$ cat config.mk
export PLATFORM = sky130hd
export DESIGN_NAME = vga_buffer_scanout
export DESIGN_NICKNAME = d
export VERILOG_FILES = /design/src/rtl/vga_buffer_scanout_pkg.sv /design/src/rtl/vga_buffer_scanout_pixel_serializer.sv /design/src/rtl/vga_buffer_scanout.sv
export SDC_FILE = /design/constraint.sdc
export NUM_CORES = 1
export LEC_CHECK = 0
export BUFFER_PORTS_ARGS = -buffer_cell sky130_fd_sc_hd__buf_2
export CAP_MARGIN = 20
export CELL_PAD_IN_SITES_DETAIL_PLACEMENT = 1
export CELL_PAD_IN_SITES_GLOBAL_PLACEMENT = 2
export CORE_ASPECT_RATIO = 0.5
export CORE_MARGIN = 2
export CORE_UTILIZATION = 36
export CTS_CLUSTER_SIZE = 16
export DETAILED_ROUTE_END_ITERATION = 6
export GPL_TIMING_DRIVEN = 1
export PLACE_DENSITY_LB_ADDON = 0.15
export SLEW_MARGIN = 20
export SYNTH_ARGS = -nofsm -noshare
export SYNTH_HDL_FRONTEND = slang
export SYNTH_HIERARCHICAL = 1
export SYNTH_SLANG_ARGS = --single-unit
export TNS_END_PERCENT = 30
$ cat constraint.sdc
create_clock -name clk -period 3 [get_ports clk]
set_input_delay 0.6 -clock clk [delete_from_list [all_inputs] [get_ports clk]]
set_output_delay 0.6 -clock clk [all_outputs]
set_load 0.05 [all_outputs]
$ cat src/rtl/vga_buffer_scanout_pkg.sv
// Shared frame-buffer geometry and scan-out state encoding used by the
// timing generator, the image generator and the scan-out stage.
package vga_buffer_scanout_pkg;

    localparam int FB_H_ACTIVE = 800;
    localparam int FB_V_ACTIVE = 480;
    localparam int FB_WORD_W   = 16;
    localparam int FB_ADDR_W   = 16;
    localparam int FB_WORDS    = FB_H_ACTIVE * FB_V_ACTIVE / FB_WORD_W;

    typedef enum logic [2:0] {
        IDLE,
        PRIME0,
        PRIME1,
        PRIME2,
        RUN
    } scan_state_t;

endpackage

$ cat src/rtl/vga_buffer_scanout_pixel_serializer.sv
// Shift/prefetch pair that turns buffer words into one pixel per clock,
// MSB first, and flags the cycle on which the current word is used up.
module vga_buffer_scanout_pixel_serializer
    import vga_buffer_scanout_pkg::*;
#(
    parameter int WORD_W = FB_WORD_W
) (
    input  logic              clk,
    input  logic              reset,
    input  logic              restart,
    input  logic              shift_en,
    input  logic              load_first,
    input  logic              load_prefetch,
    input  logic [WORD_W-1:0] rd_data,
    output logic              pixel_bit,
    output logic              word_done,
    output logic              prefetch_valid
);

    localparam int BIT_W = $clog2(WORD_W);

    logic [WORD_W-1:0] shift;
    logic [WORD_W-1:0] prefetch;
    logic [BIT_W-1:0]  bit_cnt;

    assign pixel_bit = shift[WORD_W-1];
    assign word_done = shift_en && (bit_cnt == BIT_W'(WORD_W - 1));

    always_ff @(posedge clk) begin
        if (reset) begin
            shift          <= '0;
            prefetch       <= '0;
            bit_cnt        <= '0;
            prefetch_valid <= 1'b0;
        end else if (restart) begin
            bit_cnt        <= '0;
            prefetch_valid <= 1'b0;
        end else begin
            if (load_first) begin
                shift <= rd_data;
            end else if (word_done) begin
                // a missing prefetch is shown as background rather than stale data
                shift <= prefetch_valid ? prefetch : '0;
            end else if (shift_en) begin
                shift <= {shift[WORD_W-2:0], 1'b0};
            end

            if (word_done) begin
                bit_cnt        <= '0;
                prefetch_valid <= 1'b0;
            end else if (shift_en) begin
                bit_cnt <= bit_cnt + BIT_W'(1);
            end

            // returning read data lands after the boundary that emptied prefetch
            if (load_prefetch) begin
                prefetch       <= rd_data;
                prefetch_valid <= 1'b1;
            end
        end
    end

endmodule

$ cat src/rtl/vga_buffer_scanout.sv
// Frame-buffer scan-out: primes two words at frame start, then refills the
// prefetch word at every word boundary while the serializer emits pixels.
//
//   state  | meaning
//   IDLE   | no frame in progress, no reads
//   PRIME0 | read word 0
//   PRIME1 | read word 1, word 0 arrives into shift
//   PRIME2 | word 1 arrives into prefetch
//   RUN    | serialise on active, refill at word boundaries
module vga_buffer_scanout
    import vga_buffer_scanout_pkg::*;
#(
    parameter int H_ACTIVE = FB_H_ACTIVE,
    parameter int V_ACTIVE = FB_V_ACTIVE,
    parameter int WORD_W   = FB_WORD_W,
    parameter int ADDR_W   = FB_ADDR_W
) (
    input  logic              clk,
    input  logic              reset,
    input  logic              frame_start,
    input  logic              active,
    output logic              rd_en,
    output logic [ADDR_W-1:0] rd_addr,
    input  logic [WORD_W-1:0] rd_data,
    output logic              pixel,
    output logic              pixel_valid,
    output logic              underrun
);

    localparam int WORDS = H_ACTIVE * V_ACTIVE / WORD_W;

    scan_state_t       state;
    logic [ADDR_W-1:0] next_addr;
    logic              rd_pend;
    logic              exhausted;

    logic shift_en;
    logic ser_pixel;
    logic word_done;
    logic prefetch_valid;
    logic load_first;
    logic load_prefetch;

    assign shift_en      = (state == RUN) && active && !frame_start;
    assign load_first    = rd_pend && (state == PRIME1);
    assign load_prefetch = rd_pend && (state != PRIME1);

    vga_buffer_scanout_pixel_serializer #(
        .WORD_W (WORD_W)
    ) u_serializer (
        .clk            (clk),
        .reset          (reset),
        .restart        (frame_start),
        .shift_en       (shift_en),
        .load_first     (load_first),
        .load_prefetch  (load_prefetch),
        .rd_data        (rd_data),
        .pixel_bit      (ser_pixel),
        .word_done      (word_done),
        .prefetch_valid (prefetch_valid)
    );

    always_ff @(posedge clk) begin
        if (reset) begin
            state       <= IDLE;
            rd_en       <= 1'b0;
            rd_addr     <= '0;
            next_addr   <= '0;
            rd_pend     <= 1'b0;
            exhausted   <= 1'b0;
            pixel       <= 1'b0;
            pixel_valid <= 1'b0;
            underrun    <= 1'b0;
        end else begin
            rd_en       <= 1'b0;
            rd_pend     <= rd_en && !frame_start;
            pixel       <= 1'b0;
            pixel_valid <= active;

            if (frame_start) begin
                state     <= PRIME0;
                rd_en     <= 1'b1;
                rd_addr   <= '0;
                next_addr <= '0;
                exhausted <= 1'b0;
                underrun  <= 1'b0;
            end else begin
                case (state)
                    IDLE: state <= IDLE;
                    PRIME0: begin
                        state   <= PRIME1;
                        rd_en   <= 1'b1;
                        rd_addr <= ADDR_W'(1);
                    end
                    PRIME1: state <= PRIME2;
                    PRIME2: begin
                        state     <= RUN;
                        next_addr <= ADDR_W'(2);
                    end
                    RUN: begin
                        pixel <= active && !exhausted && ser_pixel;
                        if (word_done) begin
                            if (next_addr < ADDR_W'(WORDS)) begin
                                rd_en     <= 1'b1;
                                rd_addr   <= next_addr;
                                next_addr <= next_addr + ADDR_W'(1);
                            end
                            // an empty prefetch after the final word marks end of frame
                            if (!prefetch_valid) begin
                                if (next_addr == ADDR_W'(WORDS)) begin
                                    exhausted <= 1'b1;
                                end else begin
                                    underrun <= 1'b1;
                                end
                            end
                        end
                        if (active && exhausted) begin
                            underrun <= 1'b1;
                        end
                    end
                    default: state <= IDLE;
                endcase

                if (active && (state != RUN)) begin
                    underrun <= 1'b1;
                end
            end
        end
    end

endmodule

==> results.md <==
* Reg-to-Reg Start: state[0]$_SDFFE_PP0P_
* Crit path launch: state[0]$_SDFFE_PP0P_
* Synthesized cell area at 3750 µm²
* Fillers at 1236
* Final core utilization at 42.30%
* Synth warn at 6
* Skew-Pair Late Insertion Delay at 0.33 ns
* Endpoints failing setup at 0
* Syn Inst Count at 435
* Die Wd at 148.3 µm
* Routed WL at 10010 µm
* Top_reg_cell synth: dfxtp_1
* Seq/Total Area, Yosys at 41.64%
* CTS Buf Count at 9
* Slew Limit Headroom at 42.88%
* Syn Nets at 458
* Initial antenna violation count at 0
* Max-slew violations at 0
* Measured slew at the worst slew-check pin at 0.8563 ns
* Syn-to-layout area delta at 14.85%
* Most common cell after layout, fill and taps aside: dfxtp_1
* Period utilization at 83.41%
* Peak supply drop at 231.5 µV
* Min-delay worst type: flop to flop
* Number of global-route vias before repair at 3402
* H-tree Lvls at 3
* Fmax at 399.6 MHz
* Yosys cell types at 54
* Setup TNS at 0 ns
* Hold Vio Cnt, Final at 0
* Vias at 3298
* Total GRT Usage at 18.55%
* Hold-fix buffers, CTS at 0
* Max Clock Skew at 0.005512 ns
* Core area at 10180 µm²
* Leak at 1.493 nW
* Async set-reset flop share out of synthesis at 0%
* Starting Density at 36.83%
* Min-delay src: u_serializer/prefetch[4]$_SDFFE_PP0P_
* Outcome: complete, no violations
* Crit start category: flop
* Final worst path period need at 2.502 ns
* Power Density at 508.6 nW/µm²
* DPL Wire Length at 6722 µm
* Reg2Reg Setup Slack at 0.50 ns
* Full die area at 11300 µm²
* CP Capture Type: flop
* Most frequent cells in the layout: 78 x dfxtp_1, 55 x nand2_1, 42 x a21oi_1
* Remaining DRCs at 0
* Worst Path Required at 3.25 ns
* Post-CTS sizing at 0
* WL per Instance at 16.44 µm
* Synth Register Bits at 78
* CTS Buffer Depth at 2
* Average cell area after synthesis at 8.620 µm²
* CP Class: flop to flop
* Row count at 26
* Remaining Overflow, GRT at 0
* Antenna-violating nets left at 0
* Drt via density at 5.415
* Final nets at 487
* EDFF count, synth at 0
* Max_cap viols at 0
* Layout cells sized above 1 at 17.27%
* Clock sink total at 78
* Port buffer count at 39
* CTS clk-pin slew, worst paths at 0.06 ns
* Top-Level Pins at 40
* DR pass1 iterations at 4
* Setup WS post-layout at 0.4976 ns
* CTS tree: yes
* DIE HEIGHT at 76.17 µm
* Diode count at 0
* Pre-CTS WS at 0.2809 ns
* CTS Root Cell: clkbuf_16
* Maximum fanout along the worst path at 22
* Critical Path AT at 2.75 ns
* Postcts setup bufs at 0
* Largest net degree at the start of global routing at 36
* GPL Wtd Cong at 0.7821
* Initial drt markers at 144
* RSZ-0062 raised after global routing: false
* Global-route wire length before repair at 16840 µm
-- state kept, by name (all words and copies together) (netlist names), 3 cells and up --
name	flops
next_addr	16
rd_addr	16
u_serializer/prefetch	16
u_serializer/shift	16
u_serializer/bit_cnt	4
state	3
-- Yosys cell counts (3+ instances only) --
cell type,number,area (µm²)
a41oi_1,3,26.28
buf_4,3,22.52
ha_1,3,37.54
a21oi_1,42,210.2
nor2b_1,3,18.77
o21ai_1,12,60.06
a31oi_1,3,18.77
nor3b_1,4,30.03
nor3_1,12,60.06
nand3_1,8,40.04
o2111ai_1,14,122.6
or2_1,3,18.77
a22o_1,14,122.6
buf_6,4,45.04
clkbuf_1,7,26.28
nor2_1,16,60.06
o211ai_1,14,105.1
nand3b_1,15,112.6
nand2b_1,4,25.02
o31ai_2,5,62.56
clkbuf_2,3,15.01
inv_1,8,30.03
nand4_1,3,18.77
and2_1,32,200.2
buf_2,11,55.05
o21ai_0,23,115.1
nand2_1,55,206.5
dfxtp_1,78,1562
-- worst paths after layout --
path / end / cells past startpoint
worst max-delay path: next_addr[12]$_SDFFE_PP0P_ / 9
worst min-delay path: u_serializer/prefetch[4]$_SDFFE_PP0P_ / 2
worst max register to register: next_addr[12]$_SDFFE_PP0P_ / 9
worst min register to register: u_serializer/prefetch[4]$_SDFFE_PP0P_ / 2
-- routing by layer --
layer / vias up / part of all wire [%] / GRT usage, %
met3: 6 / 3.5 / 5.210
li1: 1629 / - / -
met5: - / 0 / 0
met4: 0 / 0.63 / 4.857
met2: 43 / 49 / 32.04
met1: 1620 / 47 / 22.85
-- metrics by stage --
step	instance area [µm²]	total power, W	hold slack (ns)	cells
after floorplan	3750	0.001136	0.4147	435
after global placement	4019	0.001171	0.4381	593
after detailed placement	4019	0.001174	0.4396	593
after CTS	4307	0.002226	0.4537	609
after global routing	4307	0.002293	0.4721	609
final	4307	0.002190	0.4513	609
-- report_power, final --
group	switching [W]	internal [W]
sequential	0.0000108	0.00105
clock	0.000416	0.000625
combinational	0.0000607	0.0000322
total	0.000487	0.00170
-- critical path, cell delays in order, from the launching register on --
cell and delay, ns:
dfxtp_1 0.38, nor2_1 0.13, nand2_1 0.09, nor3b_1 0.30
buf_4 0.23, nand4_4 0.12, clkinv_4 0.19, nand2_1 0.15
or3_1 0.55, o31ai_2 0.27
-- kinds of logic (layout without fill, tap and decap cells) --
group | Yosys count | after routing | synth area share [%]
buf+inv | 38 | 72 | 5.505
simple gates | 171 | 171 | 25.06
xor+xnor | 3 | 3 | 0.7008
compound gates | 141 | 141 | 25.83
flops | 78 | 78 | 41.64
fa+ha+maj | 3 | 3 | 1.001
mux | 1 | 1 | 0.2669
-- layout make-up --
type	count	area (µm²)	area share [%]
timing repair buffer	47	255.2	5.927
sequential	78	1562	36.26
tap	140	175.2	4.067
clock buffer	13	270.3	6.275
inverter	9	38.79	0.9006
clock inverter	3	17.52	0.4067
multi-input combinational	319	1988	46.17
Power figures use the tool's default switching activity.
